--- src/rtl/kernel_ctrl_pkg.sv ---
// Shared definitions for the kernel BRAM controller.
//   - default width constants for the kernel word, BRAM address and burst length
//   - controller state encoding
package kernel_ctrl_pkg;

    localparam int DATA_WIDTH_DEF = 36;
    localparam int ADDR_WIDTH_DEF = 11;
    localparam int LEN_WIDTH_DEF  = 8;

    typedef enum logic [1:0] {
        ST_IDLE  = 2'd0,
        ST_WRITE = 2'd1,
        ST_BURST = 2'd2,
        ST_DRAIN = 2'd3
    } ctrl_state_e;

endpackage

--- src/rtl/kernel_rd_addr_gen.sv ---
// Burst read address / length counter.
//   clk, rst_n  : clock, synchronous active-low reset
//   load        : capture a new burst (base, len)
//   step        : advance to the next word of the burst
//   base, len   : burst start address and length-minus-one
//   addr        : address of the next read to issue (wraps modulo 2**ADDR_WIDTH)
//   last_issue  : the read being issued now is the final one of the burst
module kernel_rd_addr_gen
    import kernel_ctrl_pkg::*;
#(
    parameter int ADDR_WIDTH = ADDR_WIDTH_DEF,
    parameter int LEN_WIDTH  = LEN_WIDTH_DEF
) (
    input  logic                  clk,
    input  logic                  rst_n,
    input  logic                  load,
    input  logic                  step,
    input  logic [ADDR_WIDTH-1:0] base,
    input  logic [LEN_WIDTH-1:0]  len,
    output logic [ADDR_WIDTH-1:0] addr,
    output logic                  last_issue
);

    logic [ADDR_WIDTH-1:0] addr_q, addr_d;
    logic [LEN_WIDTH-1:0]  rem_q, rem_d;

    // The first word (base) is issued by the controller straight from the
    // request, so the counter preloads base+1 and counts remaining issues.
    always_comb begin
        addr_d = addr_q;
        rem_d  = rem_q;
        if (load) begin
            addr_d = base + ADDR_WIDTH'(1);
            rem_d  = len;
        end else if (step) begin
            addr_d = addr_q + ADDR_WIDTH'(1);
            rem_d  = rem_q - LEN_WIDTH'(1);
        end
    end

    always_ff @(posedge clk) begin
        if (!rst_n) begin
            addr_q <= '0;
            rem_q  <= '0;
        end else begin
            addr_q <= addr_d;
            rem_q  <= rem_d;
        end
    end

    assign addr       = addr_q;
    assign last_issue = (rem_q == '0);

endmodule

--- src/rtl/kernel_bram_ctrl.sv ---
// Kernel BRAM controller: single-word kernel loads and read bursts on one
// BRAM port.
//   clk, rst_n                    : clock, synchronous active-low reset
//   cfg_valid/ready, addr, data   : kernel word write request
//   rd_valid/ready, base, len     : read burst request (len = words - 1)
//   out_valid, out_data, out_last : burst read data, no backpressure
//   bram_en/we/addr/wdata/rdata   : BRAM port A (read latency 1)
//
// state    | meaning
// ---------+-------------------------------------------------------
// IDLE     | accepting requests; write has priority over burst
// WRITE    | one-cycle BRAM write of the accepted kernel word
// BURST    | one read issued per cycle until the last word
// DRAIN    | last read data returning; no new requests
module kernel_bram_ctrl
    import kernel_ctrl_pkg::*;
#(
    parameter int DATA_WIDTH = DATA_WIDTH_DEF,
    parameter int ADDR_WIDTH = ADDR_WIDTH_DEF,
    parameter int LEN_WIDTH  = LEN_WIDTH_DEF
) (
    input  logic                  clk,
    input  logic                  rst_n,
    input  logic                  cfg_valid,
    output logic                  cfg_ready,
    input  logic [ADDR_WIDTH-1:0] cfg_addr,
    input  logic [DATA_WIDTH-1:0] cfg_data,
    input  logic                  rd_valid,
    output logic                  rd_ready,
    input  logic [ADDR_WIDTH-1:0] rd_base,
    input  logic [LEN_WIDTH-1:0]  rd_len,
    output logic                  out_valid,
    output logic [DATA_WIDTH-1:0] out_data,
    output logic                  out_last,
    output logic                  bram_en,
    output logic                  bram_we,
    output logic [ADDR_WIDTH-1:0] bram_addr,
    output logic [DATA_WIDTH-1:0] bram_wdata,
    input  logic [DATA_WIDTH-1:0] bram_rdata
);

    ctrl_state_e           state_q, state_d;
    logic                  bram_en_q, bram_en_d;
    logic                  bram_we_q, bram_we_d;
    logic [ADDR_WIDTH-1:0] bram_addr_q, bram_addr_d;
    logic [DATA_WIDTH-1:0] bram_wdata_q, bram_wdata_d;
    logic                  out_valid_q, out_valid_d;
    logic                  out_last_q, out_last_d;

    logic                  in_idle;
    logic                  gen_load;
    logic                  gen_step;
    logic [ADDR_WIDTH-1:0] gen_addr;
    logic                  gen_last;

    assign in_idle  = (state_q == ST_IDLE);
    assign cfg_ready = in_idle;
    // A simultaneous write holds the burst off until the next IDLE cycle.
    assign rd_ready  = in_idle && !cfg_valid;
    assign gen_load  = in_idle && !cfg_valid && rd_valid;
    assign gen_step  = (state_q == ST_BURST) && !gen_last;

    kernel_rd_addr_gen #(
        .ADDR_WIDTH (ADDR_WIDTH),
        .LEN_WIDTH  (LEN_WIDTH)
    ) u_addr_gen (
        .clk        (clk),
        .rst_n      (rst_n),
        .load       (gen_load),
        .step       (gen_step),
        .base       (rd_base),
        .len        (rd_len),
        .addr       (gen_addr),
        .last_issue (gen_last)
    );

    // BRAM port signals are computed for the next state so that they are
    // registered and line up with the state they belong to.
    always_comb begin
        state_d      = state_q;
        bram_en_d    = 1'b0;
        bram_we_d    = 1'b0;
        bram_addr_d  = bram_addr_q;
        bram_wdata_d = bram_wdata_q;
        unique case (state_q)
            ST_IDLE: begin
                if (cfg_valid) begin
                    state_d      = ST_WRITE;
                    bram_en_d    = 1'b1;
                    bram_we_d    = 1'b1;
                    bram_addr_d  = cfg_addr;
                    bram_wdata_d = cfg_data;
                end else if (rd_valid) begin
                    state_d     = ST_BURST;
                    bram_en_d   = 1'b1;
                    bram_addr_d = rd_base;
                end
            end
            ST_WRITE: state_d = ST_IDLE;
            ST_BURST: begin
                if (gen_last) begin
                    state_d = ST_DRAIN;
                end else begin
                    bram_en_d   = 1'b1;
                    bram_addr_d = gen_addr;
                end
            end
            ST_DRAIN: state_d = ST_IDLE;
            default:  state_d = ST_IDLE;
        endcase
    end

    // Every BURST cycle issues a read; its data is presented one cycle later.
    always_comb begin
        out_valid_d = (state_q == ST_BURST);
        out_last_d  = (state_q == ST_BURST) && gen_last;
    end

    always_ff @(posedge clk) begin
        if (!rst_n) begin
            state_q      <= ST_IDLE;
            bram_en_q    <= 1'b0;
            bram_we_q    <= 1'b0;
            bram_addr_q  <= '0;
            bram_wdata_q <= '0;
            out_valid_q  <= 1'b0;
            out_last_q   <= 1'b0;
        end else begin
            state_q      <= state_d;
            bram_en_q    <= bram_en_d;
            bram_we_q    <= bram_we_d;
            bram_addr_q  <= bram_addr_d;
            bram_wdata_q <= bram_wdata_d;
            out_valid_q  <= out_valid_d;
            out_last_q   <= out_last_d;
        end
    end

    assign bram_en    = bram_en_q;
    assign bram_we    = bram_we_q;
    assign bram_addr  = bram_addr_q;
    assign bram_wdata = bram_wdata_q;
    assign out_valid  = out_valid_q;
    assign out_last   = out_last_q;
    // BRAM read data arrives in the out_valid cycle; gated so it reads zero
    // whenever no word is being presented.
    assign out_data   = out_valid_q ? bram_rdata : '0;

endmodule

--- config.mk ---
export PLATFORM = sky130hd
export DESIGN_NAME = kernel_bram_ctrl
export DESIGN_NICKNAME = d
export VERILOG_FILES = /design/src/rtl/kernel_ctrl_pkg.sv /design/src/rtl/kernel_rd_addr_gen.sv /design/src/rtl/kernel_bram_ctrl.sv
export SDC_FILE = /design/constraint.sdc
export NUM_CORES = 1
export LEC_CHECK = 0
export ABC_AREA = 0
export BUFFER_PORTS_ARGS = -buffer_cell sky130_fd_sc_hd__buf_2
export CAP_MARGIN = 20
export CELL_PAD_IN_SITES_DETAIL_PLACEMENT = 1
export CELL_PAD_IN_SITES_GLOBAL_PLACEMENT = 2
export CORE_UTILIZATION = 25
export DETAILED_ROUTE_END_ITERATION = 6
export PLACE_DENSITY = 0.87
export SYNTH_ARGS = -nofsm -noshare
export SYNTH_HDL_FRONTEND = slang
export SYNTH_SLANG_ARGS = --single-unit
--- constraint.sdc ---
create_clock -name clk -period 7.45 [get_ports clk]
set_clock_uncertainty 0.1 [all_clocks]
set_input_delay 0.745 -clock clk [delete_from_list [all_inputs] [get_ports clk]]
set_output_delay 0.745 -clock clk [all_outputs]
set_load 0.02 [all_outputs]
==> out/metrics.yaml, run 1 <==
post-route-min-period_ns: 2.96
insertedDiodeCount: 0
drive_gt1_frac: 0.349
io_pins: 195
yosys.area_share.xor_xnor: 0.0241
grt_pass1_wl_um: 20700
synth-simple-area-share: 0.301
ctsLongestPathBuffers: 2
antenna_found_initial: 0
holdWs_ns: 0.351
drt-wirelength-per-cell_um: 16.1
yosysWarnings: 0
synth_mux_area_frac: 0.0358
wirelength_um: 13400
critical_path_arrival_ns: 3.14
synth_cell_types: 48
syn2layout_area_growth_pct: 39.1
grt_max_degree: 63
initial_core_util: 0.259
post-place-ws_ns: 4.17
dp_hpwl_um: 10200
placed_cells: 812
clk_latency_ns: 0.34
p_per_area_nw_per_um2: 224
cts_root_buffer: "clkbuf_16"
cts_max_level: 3
grt_pass1_vias: 4021
cts_tree: "built"
cts_sinks: 72
fin_crit_sh: 0.397
die_h_um: 123
fp.dieW_um: 123
avgViaCountPerCell: 4.86
outcome: "finished, final reports clean"
synth_top_family_by_area: "simple AND/OR/NAND/NOR gates"
hold_buffers: 0
post-route-util: 0.360
synth-edff-count: 0
gr-total-overflow: 0
setup_tns_ns: 0
slew_headroom: 0.305
post-cts-setup-buffer-count: 0
port_buffers: 194
hold_class: "reg -> reg"
num_rows: 43
cts_resized: 0
drtIter0Drc: 180
drc: 0
crit_required_ns: 7.63
first_pass_iters: 4
num_vias: 4032
drv_slew: 0
seq_area_frac_synth: 0.397
coreArea_um2: 14000
maxCapViolCount: 0
syn_nets: 578
routabilityCongestion: 0.916
finalHoldViolations: 0
p_leak_nw: 2.36
setup_violations: 0
worstSetupPathType: "in -> reg"
syn_inst: 469
worst_setup_path_end_kind: "flop"
instances_no_fill: 830
rsz0062_at_grt: "false"
ys_ff_latch: 72
fmax_ghz: 0.338
cts_made_buffers: 9
fin_ws_ns: 4.49
synth-main-ff-cell: "dfxtp_1"
synth-compound-area-share: 0.179
synth_adder_area_share: 0.0103
critPathLaunchType: "primary input"
ant_nets: 0
syn_area_um2: 3630
async_flop_share: 0
syn_area_per_cell_um2: 7.74
clk_pin_slew_ns: 0.06
globalRouteTotalUtil: 0.180
worst_pin_slew_ns: 1.04
die-area_um2: 15000
vdd.ir_drop.worst_uv: 124
final_nets: 754
crit_fanout: 31
[registers in the layout (all words and copies together), names as in the netlist]
name              cells
bram_wdata           36
bram_addr            11
u_addr_gen.addr      11
u_addr_gen.rem_q      8
state_q               2
bram_en               1
bram_we               1
out_last              1
out_valid             1
[placed cells by master (no fill, tap or decap), types with 2 or more instances in the layout]
| master | count |
|---|---|
| buf_2 | 194 |
| nand2_1 | 113 |
| dfxtp_1 | 72 |
| a21oi_1 | 58 |
| and2_1 | 37 |
| nor2_1 | 19 |
| o211ai_1 | 17 |
| mux2i_1 | 13 |
| o21ai_0 | 11 |
| nand4_1 | 9 |
| clkbuf_16 | 9 |
| inv_1 | 8 |
| nor3_1 | 7 |
| a31oi_1 | 7 |
| xnor2_1 | 7 |
| nand3_1 | 6 |
| a211oi_1 | 5 |
| nor4_1 | 4 |
| xor2_1 | 3 |
| o22ai_1 | 3 |
| ha_1 | 3 |
| clkinv_4 | 3 |
| nor3_4 | 2 |
| nor2b_1 | 2 |
| nand2b_1 | 2 |
| or3_1 | 2 |
| or4_1 | 2 |
| a21o_1 | 2 |
| and4_1 | 2 |
| nor4_2 | 2 |
| inv_6 | 2 |
| buf_4 | 2 |
[worst max-delay path: stages]
cell	delay, ns
buf_2	0.25
or4b_4	0.73
nand2_1	0.15
nand2_1	0.07
ha_1	0.32
and4_1	0.30
o2111a_1	0.15
o21ai_0	0.22
o211a_1	0.19
[cells by family (layout without fill, tap and decap cells)]
group                      count (synthesis)  after routing
and+or+nand+nor                          218            218
AOI/OAI and AO/OA                        110            110
DFF                                       72             72
buffers and inverters                     43            224
muxes                                     13             13
xor gates and xnor gates                  10             10
adders and majority gates                  3              3
[synth_stat cells, drive strengths merged, types with 5 or more instances]
| master | count | area, µm² |
|---|---|---|
| a21oi | 58 | 290 |
| xnor2 | 7 | 61.3 |
| nand2 | 113 | 424 |
| nor3 | 10 | 71.3 |
| nor4 | 6 | 50.0 |
| and2 | 37 | 231 |
| o211ai | 17 | 128 |
| nand4 | 9 | 56.3 |
| mux2i | 13 | 130 |
| inv | 9 | 33.8 |
| dfxtp | 72 | 1440 |
| a31oi | 7 | 43.8 |
| buf | 11 | 71.3 |
| nand3 | 6 | 30.0 |
| clkbuf | 23 | 86.3 |
| o21ai | 11 | 55.1 |
| a211oi | 5 | 37.5 |
| nor2 | 19 | 71.3 |
[final cells by class]
cell class	instances	area (µm²)
fillers	1782	8990
inverters	9	33.8
repair buffers	199	1040
well taps	180	225
clock inverters	7	78.8
clock buffers	9	225
flip-flops and latches	72	1440
multi-input cells	354	2010
[per-stage QoR]
step	area [µm²]	power, mW
floorplan	3630	0.599
global placement	4690	0.684
detailed placement	4720	0.696
CTS	5020	1.15
global route	5050	1.19
finish	5050	1.13
[power breakdown]
group	total, mW	leakage [nW]	internal (mW)	switching (mW)
logic	0.243	1.61	0.0941	0.148
clock network	0.442	0.150	0.263	0.179
registers	0.444	0.591	0.417	0.0276
[path summary, 6_finish.rpt]
path | slack, ns | to | depth (start not counted) | start
max | 4.49 | u_addr_gen.addr[6] | 9 | cfg_valid
min | 0.35 | bram_wdata[17] | 2 | bram_wdata[17]
min reg2reg | 0.35 | bram_wdata[17] | 2 | bram_wdata[17]
max reg2reg | 4.68 | u_addr_gen.addr[6] | 8 | state_q[1]
[layer usage]
| metal | up-vias | GRT usage | wire [µm] |
|---|---|---|---|
| li1 | 1976 | - | - |
| met1 | 1891 | 0.207 | 5740 |
| met2 | 141 | 0.320 | 6540 |
| met3 | 24 | 0.0367 | 785 |
| met4 | 0 | 0.0816 | 323 |
| met5 | - | 0 | 0 |
(Power assumes the default switching activity.)
==> run 2, diff against run 1 <==
--- a/config.mk
+++ b/config.mk
@@ -10,9 +10,9 @@
 export CAP_MARGIN = 20
 export CELL_PAD_IN_SITES_DETAIL_PLACEMENT = 1
 export CELL_PAD_IN_SITES_GLOBAL_PLACEMENT = 2
-export CORE_UTILIZATION = 25
+export CORE_UTILIZATION = 23
 export DETAILED_ROUTE_END_ITERATION = 6
-export PLACE_DENSITY = 0.87
+export PLACE_DENSITY = 0.81
 export SYNTH_ARGS = -nofsm -noshare
 export SYNTH_HDL_FRONTEND = slang
 export SYNTH_SLANG_ARGS = --single-unit
==> constraint.sdc (replaced) <==
create_clock -name clk -period 2.9 [get_ports clk]
set_clock_uncertainty 0.1 [all_clocks]
set_input_delay 0.29 -clock clk [delete_from_list [all_inputs] [get_ports clk]]
set_output_delay 0.29 -clock clk [all_outputs]
set_load 0.02 [all_outputs]
==> run 2 against run 1 <==
Routed wire length rose by 4.1%. Die area rose by 8.5%. Sequential power rose to 2.6 times the previous value. Global-route usage fell by 1.0 points. Via count rose by 1.7%. Clock-buffer cell count did not move. Critical path depth did not move. Largest cell class unchanged.
==> out/metrics.yaml, run 2 (same netlist as run 1, synthesis figures left out) <==
placed_area_um2: 4780  # +1.3%
avgViaCountPerCell: 4.74  # -2.4%
ctsLongestPathBuffers: 2  # unchanged
critPathLaunchType: "flop"
coreArea_um2: 15300  # +9.1%
setup.worst_path.start: "state_q[0]"
cts_tree: "built"
instances_no_fill: 865  # +4.2%
maxCapViolCount: 0  # unchanged
final_cell_mix: "buf_2 (195), nand2_1 (113), dfxtp_1 (72)"
total_power_mw: 2.85  # +150%
fmax_ghz: 0.416
grt_max_degree: 38  # -40%
drt-wirelength-per-cell_um: 16.1  # about the same
clk_pin_slew_ns: 0.07  # about the same
antenna_found_initial: 0  # unchanged
reg2reg_depth: 9  # +1
wirelength_um: 13900  # +4.1%
die_h_um: 128  # +4.2%
p_leak_nw: 2.35  # -0.46%
clk_latency_ns: 0.34  # about the same
setup_tns_ns: 0  # unchanged
drive_gt1_frac: 0.353  # +0.00398
holdWs_ns: 0.0816  # -0.270 ns
die-area_um2: 16300  # +8.5%
dp_hpwl_um: 10900  # +6.7%
gr-total-overflow: 0  # unchanged
multi_input_area_um2: 2010  # unchanged
post-route-min-period_ns: 2.40
drtIter0Drc: 145  # -19%
worstSetupPathType: "reg -> reg"
post-cts-setup-buffer-count: 0  # unchanged
grt_pass1_wl_um: 21300  # +2.9%
p_per_area_nw_per_um2: 563  # +150%
slowest_delay_ns: 0.45  # -0.28 ns
post-place-ws_ns: 0.441  # -3.73 ns
cts_max_level: 3  # unchanged
hold_class: "in -> reg"
placed_cells: 849  # +4.6%
io_pins: 195  # unchanged
final_cell_area_um2: 5070  # +0.32%
hold_buffers: 0  # unchanged
initial_core_util: 0.237  # -0.0215
path_common_cell: "a21oi_1"
worst_setup_path_end_kind: "flop"
grt_pass1_vias: 4178  # +3.9%
final_nets: 758  # +0.53%
final_common_cell: "buf_2"
largest_reg_flops: 36  # unchanged
fp.dieW_um: 128  # +4.2%
path_cells: "nor4b_4, nand2_1, o21ai_0, ha_1, and4_1, nand4_1, xnor2_1, a21oi_1, a21oi_1"
num_vias: 4100  # +1.7%
critPathCapture: "u_addr_gen.addr[8]"
cts_root_buffer: "clkbuf_16"
routabilityCongestion: 0.832  # -9.2%
crit_fanout: 11  # -65%
drv_slew: 0  # unchanged
syn2layout_area_growth_pct: 39.5
cts_made_buffers: 9  # unchanged
crit_required_ns: 3.00  # -4.63 ns
finalHoldViolations: 0  # unchanged
post-route-util: 0.331  # -0.0288
rsz0062_at_grt: "false"
vdd.ir_drop.worst_uv: 287  # +130%
fin_crit_sh: 0.828
n_fill_cell: 1943  # +9.0%
outcome: "finished, final reports clean"
fin_ws_ns: 0.499  # -4.00 ns
first_pass_iters: 4  # unchanged
worstReg2RegStart: "state_q[0]"
cts_resized: 0  # unchanged
ant_nets: 0  # unchanged
drc: 0  # unchanged
num_rows: 45  # +4.7%
critical_path_arrival_ns: 2.50  # -0.64 ns
port_buffers: 194  # unchanged
r2r_slack_ns: 0.50  # -4.18 ns
critPathSlowestCell: "dfxtp_1"
cts_sinks: 72  # unchanged
timing.rr.end: "u_addr_gen.addr[8]"
min-delay-start: "cfg_data[21]"
register_area_um2: 1440  # unchanged
slew_headroom: 0.443  # +0.139
setup_violations: 0  # unchanged
worst_pin_slew_ns: 0.834  # -0.209 ns
insertedDiodeCount: 0  # unchanged
globalRouteTotalUtil: 0.170  # -0.0102
==> run 2: cell types whose count changed in the layout (fill, tap and decap cells not counted), sizes merged <==
| cell | change |
|---|---|
| bufinv | -1 |
| clkinv | -2 |
| clkinvlp | +2 |
| clkbuf | -1 |
| buf | +5 |
| inv | +1 |
==> run 2: report_power, final <==
part,internal (mW),switching [mW],leakage [nW],total [mW]
Clock,0.595,0.497,0.135,1.09
Combinational,0.236,0.378,1.62,0.614
Sequential,1.07,0.0742,0.591,1.14
Total,1.90,0.949,2.35,2.85
==> run 2: routing by layer <==
metal | share of wire | global-route usage
met1 | 0.41 | 0.186
met3 | 0.063 | 0.0426
met2 | 0.52 | 0.326
met4 | 0.011 | 0.0422
met5 | 0.00043 | 0
==> run 2: final cells by class <==
class,instances,area share
timing repair buffer,203,0.204
clock inverter,7,0.0121
clock buffer,9,0.0444
sequential,72,0.284
inverter,9,0.00667
tap,211,0.0521
multi-input combinational,354,0.396
==> run 2: worst min path at each step <==
stage                     endpoint  slack, ns  cells after the start
floorplan            bram_wdata[0]       0.33                      2
global placement    bram_wdata[14]       0.34                      2
detailed placement   bram_wdata[4]       0.35                      2
CTS                 bram_wdata[23]       0.07                      3
global route         bram_wdata[8]       0.07                      3
finish              bram_wdata[21]       0.08                      3
==> run 2: critical path: cells and delay by family (launching register included) <==
family | cells | cell delay, ns
and+or+nand+nor | 4 | 0.90
AOI/OAI and AO/OA | 3 | 0.37
DFF | 1 | 0.45
xor gates and xnor gates | 1 | 0.14
adders and majority gates | 1 | 0.31
==> run 3, diff against run 2 <==
--- a/config.mk
+++ b/config.mk
@@ -5,12 +5,12 @@
 export SDC_FILE = /design/constraint.sdc
 export NUM_CORES = 1
 export LEC_CHECK = 0
-export ABC_AREA = 0
+export ABC_AREA = 1
 export BUFFER_PORTS_ARGS = -buffer_cell sky130_fd_sc_hd__buf_2
 export CAP_MARGIN = 20
 export CELL_PAD_IN_SITES_DETAIL_PLACEMENT = 1
 export CELL_PAD_IN_SITES_GLOBAL_PLACEMENT = 2
-export CORE_UTILIZATION = 23
+export CORE_UTILIZATION = 22
 export DETAILED_ROUTE_END_ITERATION = 6
 export PLACE_DENSITY = 0.81
 export SYNTH_ARGS = -nofsm -noshare
==> constraint.sdc (replaced) <==
create_clock -name clk -period 2.3 [get_ports clk]
set_clock_uncertainty 0.1 [all_clocks]
set_input_delay 0.23 -clock clk [delete_from_list [all_inputs] [get_ports clk]]
set_output_delay 0.23 -clock clk [all_outputs]
set_load 0.02 [all_outputs]
==> run 3 against run 2 <==
Sequential power grew 68%. Sequential share of layout area shrank 0.17 points. Via count grew 1.0%. Synthesized area grew 1.1%. Routed wire length shrank 5.9%. Hold slack lost 0.050 ns. Synthesized cell count grew 17%. Register-to-register slack lost 0.26 ns. Critical endpoint unchanged. Largest cell class unchanged.
==> out/metrics.yaml, run 3 <==
outcome: "finished, final reports clean"
syn_area_per_cell_um2: 6.70  # -14%
cts_max_level: 3  # unchanged
yosys.cell_count.top_type: "nand2_1"
async_flop_share: 0  # unchanged
synthTopCellsByArea: "dfxtp_1 (39%), nand2_1 (11%), nor2_1 (10%)"
cts_root_buffer: "clkbuf_16"
n_fill_cell: 2119  # +9.1%
path_delay_family: "simple AND/OR/NAND/NOR gates"
critPathLaunchType: "flop"
finalHoldViolations: 0  # unchanged
post-route-min-period_ns: 2.06  # -0.340 ns
largest_reg_flops: 36  # unchanged
final_nets: 839  # +11%
synth-edff-count: 0  # unchanged
crit_required_ns: 2.44  # -0.56 ns
clk_pin_slew_ns: 0.06  # about the same
cp_num_buf_inv: 1  # +1
yosys.area.top_type_share: 0.393  # -0.00419
gr-total-overflow: 0  # unchanged
grt_max_degree: 53  # +39%
initial_core_util: 0.229  # -0.00856
critical_path_arrival_ns: 2.20  # -0.30 ns
final_common_cell: "buf_2"
grt_pass1_vias: 4313  # +3.2%
drv_slew: 0  # unchanged
setup_tns_ns: 0  # unchanged
ctsLongestPathBuffers: 2  # unchanged
syn2layout_area_growth_pct: 38.9
vdd.ir_drop.worst_uv: 354  # +23%
cts_sinks: 72  # unchanged
critPathSlowestCell: "dfxtp_1"
synth_cell_types: 34  # -29%
seq_area_frac_synth: 0.393  # -0.00419
wirelength_um: 13100  # -5.9%
ant_nets: 0  # unchanged
syn_area_um2: 3670  # +1.1%
p_leak_nw: 2.81  # +20%
synthTopCellsByCount: "nand2_1 (107), nor2_1 (100), dfxtp_1 (72), o21ai_0 (69), inv_1 (67)"
path_cells: "nor2_4, nand3_4, nand2_1, nand2_1, ha_1, nand3_2, nor2_4, nand3_1, nand3_1, nand2_1, inv_1"
fin_crit_sh: 0.896  # +0.0682
ys_ff_latch: 72  # unchanged
worstSetupPathType: "reg -> reg"
coreArea_um2: 16100  # +4.9%
post-cts-setup-buffer-count: 0  # unchanged
setup_violations: 0  # unchanged
cts_tree: "built"
grt_pass1_wl_um: 21900  # +2.7%
synth-main-ff-cell: "dfxtp_1"
port_buffers: 194  # unchanged
routabilityCongestion: 0.947  # +14%
worst_pin_slew_ns: 0.666  # -0.168 ns
cts_resized: 0  # unchanged
fmax_ghz: 0.485  # +16%
hold_class: "in -> reg"
die-area_um2: 17200  # +5.6%
num_vias: 4142  # +1.0%
hold_buffers: 0  # unchanged
yosysWarnings: 0  # unchanged
slowest_delay_ns: 0.33  # -0.12 ns
dp_hpwl_um: 10500  # -3.3%
drive_gt1_frac: 0.324  # -0.0294
avgViaCountPerCell: 4.35  # -8.3%
io_pins: 195  # unchanged
maxCapViolCount: 0  # unchanged
num_rows: 46  # +2.2%
final_cell_mix: "buf_2 (194), nand2_1 (107), nor2_1 (100)"
die_h_um: 131  # +2.7%
globalRouteTotalUtil: 0.158  # -0.0124
final_cell_area_um2: 5100  # +0.62%
drt-wirelength-per-cell_um: 13.8  # -15%
drtIter0Drc: 143  # -1.4%
yosysTopAreaCell: "dfxtp_1"
slew_headroom: 0.555  # +0.112
fp.dieW_um: 131  # +2.7%
worst_setup_path_end_kind: "flop"
first_pass_iters: 4  # unchanged
cts_made_buffers: 9  # unchanged
rsz0062_at_grt: "false"
path_common_cell: "nand2_1"
p_per_area_nw_per_um2: 1270  # +130%
antenna_found_initial: 2  # +2
crit_fanout: 18  # +7
drc: 0  # unchanged
syn_nets: 657  # +14%
placed_area_um2: 4800  # +0.47%
clk_latency_ns: 0.34  # about the same
syn_inst: 548  # +17%
==> run 3: kinds of logic (layout without fill, tap and decap cells) <==
| logic type | Yosys count | count (layout) | synth area share |
|---|---|---|---|
| AOI/OAI and AO/OA | 110 | 110 | 0.168 |
| buffers and inverters | 103 | 290 | 0.120 |
| DFF | 72 | 72 | 0.393 |
| and+or+nand+nor | 256 | 256 | 0.299 |
| other | 0 | 2 | 0 |
| adders and majority gates | 3 | 3 | 0.0102 |
| xor gates and xnor gates | 4 | 4 | 0.00955 |
==> run 3: final timing paths <==
kind / slack [ns] / from / endpoint / cells after the start
setup / recovery: 0.24 / state_q[1] / u_addr_gen.addr[8] / 11
hold / removal: 0.03 / cfg_data[31] / bram_wdata[31] / 3
setup reg to reg: 0.24 / state_q[1] / u_addr_gen.addr[8] / 11
hold reg to reg: 0.37 / bram_wdata[10] / bram_wdata[10] / 2
==> run 3: metrics by stage <==
step           power, mW   util  hold WS (ns)  std cells  setup WS [ns]
2_1_floorplan       4.21      -         0.279        548          0.526
3_3_place_gp        5.04  0.299         0.357        935          0.352
3_5_place_dp        5.15  0.299         0.366        935          0.236
4_1_cts             6.57  0.317        0.0239        951          0.215
5_1_grt             7.03  0.317        0.0357        952         0.0784
6_report            6.47  0.318        0.0314        953          0.239
==> run 3: routing by layer <==
metal  vias up  track usage  share of wire
li1       2107            -              -
met1      1892        0.177           0.42
met2       122        0.288           0.51
met3        21       0.0332          0.055
met4         0       0.0641          0.022
met5         -            0              0
==> run 3: worst min-delay path: stages <==
cell and delay [ns]:
buf_2 0.08, o21ai_1 0.06, nor2_1 0.08
==> run 3: power by group <==
group          internal (mW)  leakage, nW  switching (mW)
sequential              1.68        0.596           0.242
combinational           1.00         2.08            2.15
clock                  0.838        0.132           0.554
==> run 3: layout make-up <==
class,count,area [µm²],share of cell area
multi-input combinational,373,1790,0.351
sequential,72,1440,0.283
timing repair buffer,202,1030,0.202
inverter,72,273,0.0535
tap,216,270,0.0530
clock buffer,11,233,0.0456
clock inverter,5,57.6,0.0113
antenna,2,5.00,0.000982
